## src/rtl/reaction_bcd_timer.sv

```systemverilog
// Reaction-time counter: counts ms ticks as packed BCD while the stimulus is lit,
// freezes on stop and keeps the best non-overflowed result since reset.
module reaction_bcd_timer #(
  parameter int unsigned TICK_DIV = 50000,
  parameter int unsigned DIV_W    = 16
) (
  input  logic        clock_i,
  input  logic        reset_i,
  input  logic        run_i,
  input  logic        stop_i,
  input  logic        clear_i,
  output logic [15:0] bcd_o,
  output logic        counting_o,
  output logic        done_o,
  output logic        overflow_o,
  output logic [15:0] best_bcd_o,
  output logic        new_best_o
);

  typedef enum logic [1:0] {IDLE, COUNT, HOLD} state_e;

  localparam logic [DIV_W-1:0] TICK_LAST = DIV_W'(TICK_DIV - 1);

  state_e           state_q, state_d;
  logic [DIV_W-1:0] presc_q, presc_d;
  logic [15:0]      bcd_q, bcd_d;
  logic [15:0]      best_q, best_d;
  logic             best_valid_q, best_valid_d;
  logic             ovf_q, ovf_d;
  logic             done_q, done_d;
  logic             new_best_q, new_best_d;
  logic             counting_q, counting_d;
  logic             tick;

  function automatic logic [15:0] bcd_inc(input logic [15:0] v);
    logic [15:0] r;
    logic        carry;
    r     = v;
    carry = 1'b1;
    for (int i = 0; i < 4; i++) begin
      if (carry) begin
        if (v[i*4 +: 4] == 4'd9) begin
          r[i*4 +: 4] = 4'd0;
        end else begin
          r[i*4 +: 4] = v[i*4 +: 4] + 4'd1;
          carry       = 1'b0;
        end
      end
    end
    return r;
  endfunction

  assign tick = (presc_q == TICK_LAST);

  always_comb begin
    state_d      = state_q;
    presc_d      = '0;
    bcd_d        = bcd_q;
    ovf_d        = ovf_q;
    best_d       = best_q;
    best_valid_d = best_valid_q;
    done_d       = 1'b0;
    new_best_d   = 1'b0;
    case (state_q)
      IDLE: begin
        bcd_d = '0;
        ovf_d = 1'b0;
        if (run_i && !stop_i) state_d = COUNT;
      end
      COUNT: begin
        if (clear_i) begin
          state_d = IDLE;
          bcd_d   = '0;
          ovf_d   = 1'b0;
        end else if (stop_i) begin
          // a tick coinciding with stop is dropped: bcd_q is the frozen result
          state_d = HOLD;
          done_d  = 1'b1;
          if (!ovf_q && (!best_valid_q || bcd_q < best_q)) begin
            best_d       = bcd_q;
            best_valid_d = 1'b1;
            new_best_d   = 1'b1;
          end
        end else if (!run_i) begin
          state_d = IDLE;
          bcd_d   = '0;
          ovf_d   = 1'b0;
        end else begin
          presc_d = tick ? '0 : presc_q + 1'b1;
          if (tick) begin
            if (bcd_q == 16'h9999) ovf_d = 1'b1;
            else                   bcd_d = bcd_inc(bcd_q);
          end
        end
      end
      HOLD: begin
        if (clear_i) begin
          state_d = IDLE;
          bcd_d   = '0;
          ovf_d   = 1'b0;
        end
      end
      default: state_d = IDLE;
    endcase
    counting_d = (state_d == COUNT);
  end

  always_ff @(posedge clock_i or posedge reset_i) begin
    if (reset_i) begin
      state_q      <= IDLE;
      presc_q      <= '0;
      bcd_q        <= 16'h0000;
      best_q       <= 16'h9999;
      best_valid_q <= 1'b0;
      ovf_q        <= 1'b0;
      done_q       <= 1'b0;
      new_best_q   <= 1'b0;
      counting_q   <= 1'b0;
    end else begin
      state_q      <= state_d;
      presc_q      <= presc_d;
      bcd_q        <= bcd_d;
      best_q       <= best_d;
      best_valid_q <= best_valid_d;
      ovf_q        <= ovf_d;
      done_q       <= done_d;
      new_best_q   <= new_best_d;
      counting_q   <= counting_d;
    end
  end

  assign bcd_o      = bcd_q;
  assign counting_o = counting_q;
  assign done_o     = done_q;
  assign overflow_o = ovf_q;
  assign best_bcd_o = best_q;
  assign new_best_o = new_best_q;

endmodule
```

## config.mk

```make
export PLATFORM = sky130hd
export DESIGN_NAME = reaction_bcd_timer
export DESIGN_NICKNAME = d
export VERILOG_FILES = /design/src/rtl/reaction_bcd_timer.sv
export SDC_FILE = /design/constraint.sdc
export NUM_CORES = 1
export LEC_CHECK = 0
export CAP_MARGIN = 20
export CORE_ASPECT_RATIO = 1.25
export CORE_UTILIZATION = 51
export DETAILED_ROUTE_END_ITERATION = 10
export PLACE_DENSITY = 0.78
export REMOVE_ABC_BUFFERS = 1
export SLEW_MARGIN = 20
export SYNTH_ARGS = -nofsm -noshare
export SYNTH_HDL_FRONTEND = slang
export SYNTH_SLANG_ARGS = --single-unit
```

## constraint.sdc

```tcl
create_clock -name clock_i -period 2.15 [get_ports clock_i]
set_clock_uncertainty 0.1 [all_clocks]
set_input_delay 0.215 -clock clock_i [delete_from_list [all_inputs] [get_ports clock_i]]
set_output_delay 0.215 -clock clock_i [all_outputs]
set_load 0.05 [all_outputs]
```

==> impl_results.md, run 1 <==
- RePlAce Congestion: 0.835
- Place WS: -193 ps
- Initial antenna violation count: 0
- Final Max Tran Viols: 0
- Initial drt markers: 203
- Skew-Pair Late Insertion Delay: 310 ps
- # clock sinks: 55
- Post-detail-place hpwl: 6390 um
- Fin. Hold Viols: 0
- Synth warn: 0
- DRC viols: 0
- Remaining global-route overflow: 0
- Routed wire per std cell: 16.9 um
- Slew headroom: 65.6%
- CTS Buf Count: 5
- Std-Cell Rows: 33
- Total power: roughly 3.6 mW
- Starting Density: 52.6%
- Yosys cell types: 56
- Lkg Pwr: 2.01 nW
- Pin count of the biggest net entering global routing: 34
- Port buffer count: 40
- Total die area: 7060 um2
- Reg2reg end: best_bcd_o[9]$_DFFE_PP0P_
- Ant diodes: 0
- Crit share post-route: 111%
- Crit path DAT: around 2500 ps
- Share of the synthesized area in the top cell type: roughly a third
- Placeable core area: between 6000 and 7000 um2
- Status: finished, violations left
- Finished Cell Area: around 4600 um2
- Peak supply drop: between 0.0007 and 0.0008 V
- Final ANT Viol Nets: 0
- First-pass iteration count of the detailed router: 4
- Critical path class: reg2reg
- Placed Instances: around 530
- Worst Path Required: 2240 ps
- Vias/cell: just under 6
- RSZ-0062 raised after global routing: yes
- CP Capture Point: best_bcd_o[9]$_DFFE_PP0P_
- Vias in the first global route: roughly 3,200
- Syn Inst Count: ~370
- Metal3 WL: between 400 and 500 um
- CTS tree: yes
- Seq/Total Area, Yosys: 40.4%
- Ports: 41
- Fin util: a little over two thirds
- Crit path from: best_bcd_o[11]$_DFFE_PP1P_
- Clock Tree Buf Depth: 2
- Crit path time final: approximately 2400 ps
- Synth async-reset ratio: 100%
- Syn-to-layout area delta: 34.5%
- Setup crit end kind: register
- DR top layer: met4
- First-pass GRT wire length: 14,600 um
- EDFF count, synth: 0
- Wl on met1: roughly 3600 um
- Die X: 75.4 um
- Pwr dens: slightly below 800 nW/um2
- R2R setup slack: -230 ps
- Placed inst area: about 4300 um2
- CTS clk-pin slew, worst paths: 100 ps
- # fillers: 517
- Final setup viols: 17
- Synth cell count leaders: dfrtp_1, nor2_1, nand3_1
- Mapped Area: 3430 um2
- Avg Cell Area, Syn: 9.35 um2
- Layout cells sized above 1: 26.5%
- Worst min-delay path category: in2async
- Overall die height: roughly 94 um
- Post-synth top flop: dfrtp_1
- Synth area leaders: dfrtp_1, ha_1, dfstp_2
- Yosys reg bits: 55
- Final nets: 489
- Post-synth top area cell: dfrtp_1
- Worst setup SP type: register
- Failing checks: negative setup slack
- Met2 WL: roughly 5100 um
- Worst Reg-to-Reg Cells: 8
- Overall Global Routing Usage: between 20% and 30%
- Achievable Freq: ~420 MHz
- Worst setup margin: -234 ps
- Most common cell in the synthesized netlist: dfrtp_1
- Worst r2r src: best_bcd_o[11]$_DFFE_PP1P_
- Max Cap Viol: 0
- Vias: approximately 3,200
- Crit Path Max Fanout: 8
- Clock Tree Root: clkbuf_8
- Tightest Pin Transition: 511 ps
- Final Routed Wirelength: about 9300 um
- H-Tree Depth: 2
- Filler-free cell count of the finished design: ~550
## worst min-delay path by stage
| stage | end | slack, ps |
|---|---|---|
| after detailed placement | presc_q[0]$_DFF_PP0_ | 360 |
| final | best_bcd_o[6]$_DFFE_PP0P_ | 120 |
| after CTS | best_bcd_o[10]$_DFFE_PP0P_ | 130 |
| after global routing | best_bcd_o[10]$_DFFE_PP0P_ | 160 |
| after floorplan | state_q[1]$_DFF_PP0_ | 180 |
| after global placement | presc_q[0]$_DFF_PP0_ | 350 |
## layout make-up
cell class	count	area [um2]	area share [%]
Multi-Input combinational cell	266	2000	43.4
Inverter	29	109	2.36
Tap cell	87	109	2.36
Clock inverter	3	20.0	0.434
Timing Repair Buffer	103	922	20.0
Clock buffer	5	68.8	1.49
Sequential cell	55	1390	30.0
## what timing repair did
item,CTS,global route
gates resized for setup,22,17
endpoints found under the setup margin,17,27
hold buffers,0,0
buffers inserted,3,4
pin swaps,13,18
cloned,1,0
## flip-flops by register name (all words and copies together) (netlist names)
name	count
state_q	2
best_valid_q	1
done_o	1
bcd_o	16
best_bcd_o	16
counting_o	1
presc_q	16
overflow_o	1
new_best_o	1
## metal layers
metal / GRT usage, % / vias up
met1: 31.2 / 1564
li1: - / 1529
met2: 50.6 / 94
met4: 8.95 / 0
met3: 3.65 / 20
met5: 0 / -
## worst max-delay path: stages (launching register included)
cell	delay, ps
dfstp_2	560
inv_2	50
ha_4	220
and2_4	150
a221o_1	340
a211o_1	400
buf_6	190
a22oi_2	130
o311ai_1	120
## stage by stage
step | hold slack [ps] | TNS [ps]
2_1_floorplan | 178 | -12550
3_3_place_gp | 346 | -1180
3_5_place_dp | 356 | -2560
4_1_cts | 126 | -1130
5_1_grt | 161 | -3340
6_report | 121 | -2990
## power breakdown
| part | total, mW | leakage (nW) | switching [mW] | internal [mW] |
|---|---|---|---|---|
| Clock | 0.581 | 0.0402 | 0.353 | 0.228 |
| Sequential | 1.26 | 0.727 | 0.0734 | 1.18 |
| Combinational | 1.77 | 1.24 | 1.08 | 0.690 |
## kinds of logic after synthesis
group / synth area share, %
and+or+nand+nor: 21.4
AOI/OAI and AO/OA: 19.3
DFF: 40.4
buffers and inverters: 5.94
adders and majority gates: 8.75
xor gates and xnor gates: 3.57
muxes: 0.656
## cells in the final DEF, fill, tap and decap left out, types with 6 or more instances in the layout
| cell | instances |
|---|---|
| clkdlybuf4s50_1 | 38 |
| o21ai_0 | 13 |
| nand3_1 | 36 |
| inv_1 | 26 |
| xor2_1 | 6 |
| and3_1 | 6 |
| dfrtp_1 | 47 |
| o31ai_1 | 8 |
| nand2_1 | 21 |
| xnor2_1 | 8 |
| o211ai_1 | 11 |
| a22oi_2 | 16 |
| nor2_1 | 43 |
| ha_1 | 22 |
| buf_4 | 58 |
| dfstp_2 | 8 |
Power figures use the tool's default switching activity.
==> run 2, diff against run 1 <==
--- a/config.mk
+++ b/config.mk
@@ -9,7 +9,7 @@
 export CORE_ASPECT_RATIO = 1.25
 export CORE_UTILIZATION = 51
 export DETAILED_ROUTE_END_ITERATION = 10
-export PLACE_DENSITY = 0.78
+export PLACE_DENSITY = 0.77
 export REMOVE_ABC_BUFFERS = 1
 export SLEW_MARGIN = 20
 export SYNTH_ARGS = -nofsm -noshare
==> run 2 against run 1 <==
  * The run still ends with negative setup slack left
  * Hold slack better by 21 ps
  * Utilization is 0.65 points higher
  * Sequential cell count stayed put
  * Sequential share of layout area is 0.25 points lower
  * Cell count is 0.36% lower
  * Count of clock-buffer cells in the layout is 1 higher
  * Die area stayed put
  * Register-to-register slack hardly changed
  * Power is 0.22% higher
  * Non-clock buffer count is 2 lower
  * Global-route usage is 1.3 points higher
  * Critical path type unchanged
  * Critical endpoint is now best_bcd_o[5]$_DFFE_PP0P_
  * Highest routed layer unchanged
==> impl_results.md, run 2 (same netlist as run 1, synthesis figures left out) <==
- Met2 WL: just over 5000 um
- Filler-free cell count of the finished design: about 550
- Crit Path Max Fanout: 8
- Commonest non-fill, non-tap cell in the layout: buf_4
- Clock share of power: between 15 and 20%
- Sw frac: a little over two fifths
- Overall Global Routing Usage: roughly 29%
- Critical path class: reg2reg
- Slowest stage cell, crit path: dfstp_2
- First-pass GRT wire length: roughly 15,000 um
- Vias: ~3,200
- NetSw: 1.51 mW
- Worst r2r src: best_bcd_o[11]$_DFFE_PP1P_
- Place WS: -228 ps
- Bufs and invs on worst path: 2
- Initial drt markers: 248
- Tightest Pin Transition: between 500 and 600 ps
- RePlAce Congestion: between 0.8 and 0.9
- Achievable Freq: 420 MHz
- Final Max Tran Viols: 0
- Sum Neg Setup Slack: -2690 ps
- Worst Path Required: about 2200 ps
- Crit path DAT: 2470 ps
- Status: finished, violations left
- First-pass iteration count of the detailed router: 4
- Finished Cell Area: approximately 4700 um2
- CTS clk-pin slew, worst paths: about 100 ps
- Slew headroom: a little over three fifths
- Crit path time final: about 2400 ps
- Placeable core area: about 6500 um2
- Placed inst area: 4300 um2
- Worst setup margin: -232 ps
- Total die area: about 7000 um2
- Ports: 41
- Wl on met1: roughly 3700 um
- Clock Tree Root: clkbuf_8
- Post-detail-place hpwl: between 6000 and 7000 um
- Starting Density: 52.6%
- Final ANT Viol Nets: 0
- Overall die height: approximately 94 um
- Syn-to-layout area delta: 35.8%
- Crit path cell chain: inv_2 -> ha_4 -> and2_4 -> a221o_1 -> a211o_4 -> buf_12 -> a22oi_2 -> o311ai_2
- Commonest non-fill, non-tap cells in the layout: buf_4, dfrtp_1, nor2_1
- Worst min-delay path category: in2async
- Worst setup SP type: register
- Clock Tree Buf Depth: 2
- Setup crit end kind: register
- Total power: between 3 and 4 mW
- Routed wire per std cell: roughly 17 um
- CTS tree: yes
- Crit share post-route: 111%
- Pin count of the biggest net entering global routing: 36
- Failing checks: negative setup slack
- Layout cells sized above 1: a little over a quarter
- Final hold slack: about 140 ps
- Max Cap Viol: 0
- Fin util: 71.4%
- Final Routed Wirelength: 9410 um
- Fin. Hold Viols: 0
- # clock sinks: 55
- CTS Buf Count: 5
- Initial antenna violation count: 0
- Int Power: ~2.1 mW
- Register share of total power: a little over a third
- Vias in the first global route: between 3,000 and 4,000
- Port buffer count: 40
- Gate power share: a little under 50%
- DRC viols: 0
- DR top layer: met4
- Final nets: around 490
- Pwr dens: 775 nW/um2
- Metal3 WL: 448 um
- Vias/cell: approximately 5.9
- Placed Instances: around 530
- H-Tree Depth: 2
- Peak supply drop: 0.000572 V
- Die X: 75.4 um
- Final setup viols: 17
- Ant diodes: 0
- Remaining global-route overflow: 0
- Crit path max-delay family: compound AO/OA/AOI/OAI gates
- Worst path max stage delay: roughly 560 ps
- RSZ-0062 raised after global routing: yes
- Skew-Pair Late Insertion Delay: 310 ps
- Crit path from: best_bcd_o[11]$_DFFE_PP1P_
- Lkg Pwr: between 1.5 and 2 nW
- Std-Cell Rows: 33
## run 2: changes by cell type in the layout (fill, tap and decap cells not counted), moves of 2 or more
cell             before  now
nand2_2               0    3
nand2_1              21   18
buf_6                 3    5
clkdlybuf4s50_1      38   40
o311ai_2              2    4
o311ai_1              4    2
ha_2                  0    2
buf_4                58   52
ha_1                 22   20
## run 2: area by class of cell
type,instances,area (um2)
Clock inverter,2,12.5
Timing Repair Buffer,101,935
Multi-Input combinational cell,266,2030
Fill cell,508,1860
Tap cell,87,109
Clock buffer,6,72.6
Sequential cell,55,1390
Inverter,29,109
## run 2: timing repair
item / in CTS / in global routing
pin swaps: 20 / 17
setup endpoints to repair: 19 / 23
buffers inserted: 1 / 4
hold buffers: 0 / 0
gates resized for setup: 28 / 20
gates cloned: 1 / 0
## run 2: worst paths after layout
kind	end	slack, ps	cells after the start
max in group asynchronous	best_bcd_o[11]$_DFFE_PP1P_	1170	3
hold / removal	best_bcd_o[5]$_DFFE_PP0P_	140	2
hold reg to reg	presc_q[0]$_DFF_PP0_	380	1
setup reg to reg	best_bcd_o[5]$_DFFE_PP0P_	-230	8
min in group clock_i	presc_q[0]$_DFF_PP0_	380	1
setup / recovery	best_bcd_o[5]$_DFFE_PP0P_	-230	8
## run 2: worst reg2reg max path, cell delays in order, from the launching register on
cell      delay [ps]
dfstp_2          560
inv_2             50
ha_4             210
and2_4           130
a221o_1          350
a211o_4          410
buf_12           160
a22oi_2          150
o311ai_2         130
## run 2: power by group through the flow
| stage | combinational (mW) | clock (mW) | sequential (mW) |
|---|---|---|---|
| 4_1_cts | 1.65 | 0.587 | 1.26 |
| 3_5_place_dp | 1.57 | 0 | 1.28 |
| 3_3_place_gp | 1.52 | 0 | 1.27 |
| 5_1_grt | 1.89 | 0.616 | 1.27 |
| 6_report | 1.78 | 0.578 | 1.26 |
| 2_1_floorplan | 0.615 | 0 | 1.65 |
## run 2: routing by layer
metal  GRT usage, %  vias up
met5              0        -
met4           11.9        0
met3           3.33       18
met2           50.4       97
met1           34.3     1608
li1               -     1515
==> run 3, diff against run 2 <==
--- a/config.mk
+++ b/config.mk
@@ -6,10 +6,9 @@
 export NUM_CORES = 1
 export LEC_CHECK = 0
 export CAP_MARGIN = 20
-export CORE_ASPECT_RATIO = 1.25
-export CORE_UTILIZATION = 51
+export CORE_UTILIZATION = 35
 export DETAILED_ROUTE_END_ITERATION = 10
-export PLACE_DENSITY = 0.77
+export HOLD_SLACK_MARGIN = 0.03
 export REMOVE_ABC_BUFFERS = 1
 export SLEW_MARGIN = 20
 export SYNTH_ARGS = -nofsm -noshare
==> run 3 against run 2 <==
  * Count of clock-buffer cells in the layout is 1 lower
  * First-iteration DRC count is 37% lower
  * Critical path type unchanged
  * The flow still finishes with violations (negative setup slack)
  * Sequential cell count stayed put
  * Critical path depth stayed put
  * Via count is 3.0% lower
  * Global-route usage is 10 points lower
  * Wire length is 5.4% lower
==> impl_results.md, run 3 (same netlist as run 1, synthesis figures left out) <==
- Worst Path Required: about 2200 ps
- Crit Path Max Fanout: 6
- Commonest non-fill, non-tap cell in the layout: buf_4
- Critical path class: reg2reg
- Slew headroom: about 58%
- Clock Tree Buf Depth: 2
- Max Cap Viol: 0
- CTS tree: yes
- Finished Cell Area: between 4000 and 5000 um2
- RSZ-0062 raised after global routing: yes
- Skew-Pair Late Insertion Delay: 310 ps
- RePlAce Congestion: approximately 0.8
- Overall Global Routing Usage: 18.4%
- # clock sinks: between 50 and 60
- Ant diodes: 0
- Std-Cell Rows: 35
- Clock Tree Root: clkbuf_8
- Vias in the first global route: about 3,000
- Total die area: 10,200 um2
- Worst min-delay path category: in2async
- Placeable core area: 9370 um2
- Final setup viols: 16
- R2R setup slack: -150 ps
- CTS clk-pin slew, worst paths: approximately 100 ps
- Crit path time final: ~2300 ps
- Worst path max stage delay: ~550 ps
- Post-detail-place hpwl: 6190 um
- Ports: between 40 and 50
- Failing checks: negative setup slack
- Initial antenna violation count: 0
- Met2 Usage GRT: a little under a third
- Die X: ~100 um
- Setup crit end kind: register
- H-Tree Depth: 2
- Worst setup margin: -146 ps
- GR met3 Demand/Resource: 2.64%
- Port buffer count: 40
- Starting Density: 36.6%
- Fin. Hold Viols: 0
- GR peak layer: met2
- Vias: between 3,000 and 4,000
- Final Max Tran Viols: 0
- Status: finished, violations left
- CTS Buf Count: 5
- Worst setup SP type: register
- Crit share post-route: 107%
- Commonest non-fill, non-tap cells in the layout: buf_4, dfrtp_1, nor2_1
- Syn-to-layout area delta: 37.6%
- Overall die height: just over 100 um
- Peak supply drop: just over 0.0004 V
- Hold-fix buffers, CTS: 0
- Placed inst area: between 4000 and 5000 um2
- DRC viols: 0
- Crit path cell chain: inv_2 -> ha_4 -> and2_4 -> a221o_1 -> a211o_4 -> buf_6 -> a22oi_2 -> o311ai_2
- Crit path DAT: approximately 2400 ps
- First-pass iteration count of the detailed router: 4
- First-pass GRT wire length: 14,800 um
- Pwr dens: about 760 nW/um2
- Place WS: -155 ps
- Final nets: 494
- Achievable Freq: roughly 440 MHz
- Layout cells sized above 1: between 20% and 30%
- Vias/cell: 5.28
- Initial drt markers: around 160
- Routed wire per std cell: ~15 um
- Pin count of the biggest net entering global routing: 56
- Remaining global-route overflow: 0
- Final Routed Wirelength: about 8900 um
- Tightest Pin Transition: roughly 620 ps
- Total power: 3.61 mW
- Met1 usage: about a quarter
- Final hold slack: 154 ps
- Lkg Pwr: between 2 and 2.5 nW
- Final ANT Viol Nets: 0
- Slowest stage cell, crit path: dfstp_2
[run 3: cell types whose count changed in the layout (fill, tap and decap cells not counted), sizes merged]
cell,previous run,this run
clkbuf,6,5
buf,61,68
clkinv,1,2
[run 3: critical path: cells and delay by family, from the launching register on]
family	cells	cell delay, ps
flops	1	550
simple gates	1	130
buf+inv	2	210
compound gates	4	980
fa+ha+maj	1	210
[run 3: cell type report]
class / count / area [um2]
Clock inverter: 3 / 25.0
Multi-Input combinational cell: 266 / 2010
Timing Repair Buffer: 108 / 956
Fill cell: 886 / 4650
Sequential cell: 55 / 1390
Clock buffer: 5 / 68.8
Inverter: 29 / 111
Tap cell: 129 / 161
[run 3: final timing paths]
kind	startpoint	depth (start not counted)	end
worst max-delay path	best_bcd_o[11]$_DFFE_PP1P_	8	best_bcd_o[13]$_DFFE_PP0P_
worst min-delay path	reset_i	3	presc_q[11]$_DFF_PP0_
worst max register to register	best_bcd_o[11]$_DFFE_PP1P_	8	best_bcd_o[13]$_DFFE_PP0P_
worst min register to register	presc_q[0]$_DFF_PP0_	1	presc_q[0]$_DFF_PP0_
max in group asynchronous	reset_i	3	best_bcd_o[8]$_DFFE_PP1P_
min in group clock_i	presc_q[0]$_DFF_PP0_	1	presc_q[0]$_DFF_PP0_
[run 3: what timing repair did]
action | 4_1_cts | 5_1_grt
gates cloned | 2 | 1
pin swaps | 12 | 9
resized for setup | 19 | 30
setup endpoints to repair | 17 | 23
setup buffers | 1 | 5
[run 3: power breakdown]
part | internal, mW | switching (mW)
sequential | 1.18 | 0.0697
combinational | 0.707 | 1.04
clock | 0.234 | 0.373
total | 2.12 | 1.49
[run 3: per-stage QoR]
stage	utilization (%)	std cells	setup TNS, ps
2_1_floorplan	-	350	-12550
3_3_place_gp	46.7	578	-1650
3_5_place_dp	46.7	578	-2280
4_1_cts	48.8	589	-1470
5_1_grt	50.4	595	-2830
6_report	50.4	595	-1490
[run 3: layer usage]
metal,vias to the layer above,part of all wire [%]
li1,1532,-
met1,1557,46
met2,50,50
met3,2,3.5
met4,0,0.45
met5,-,0
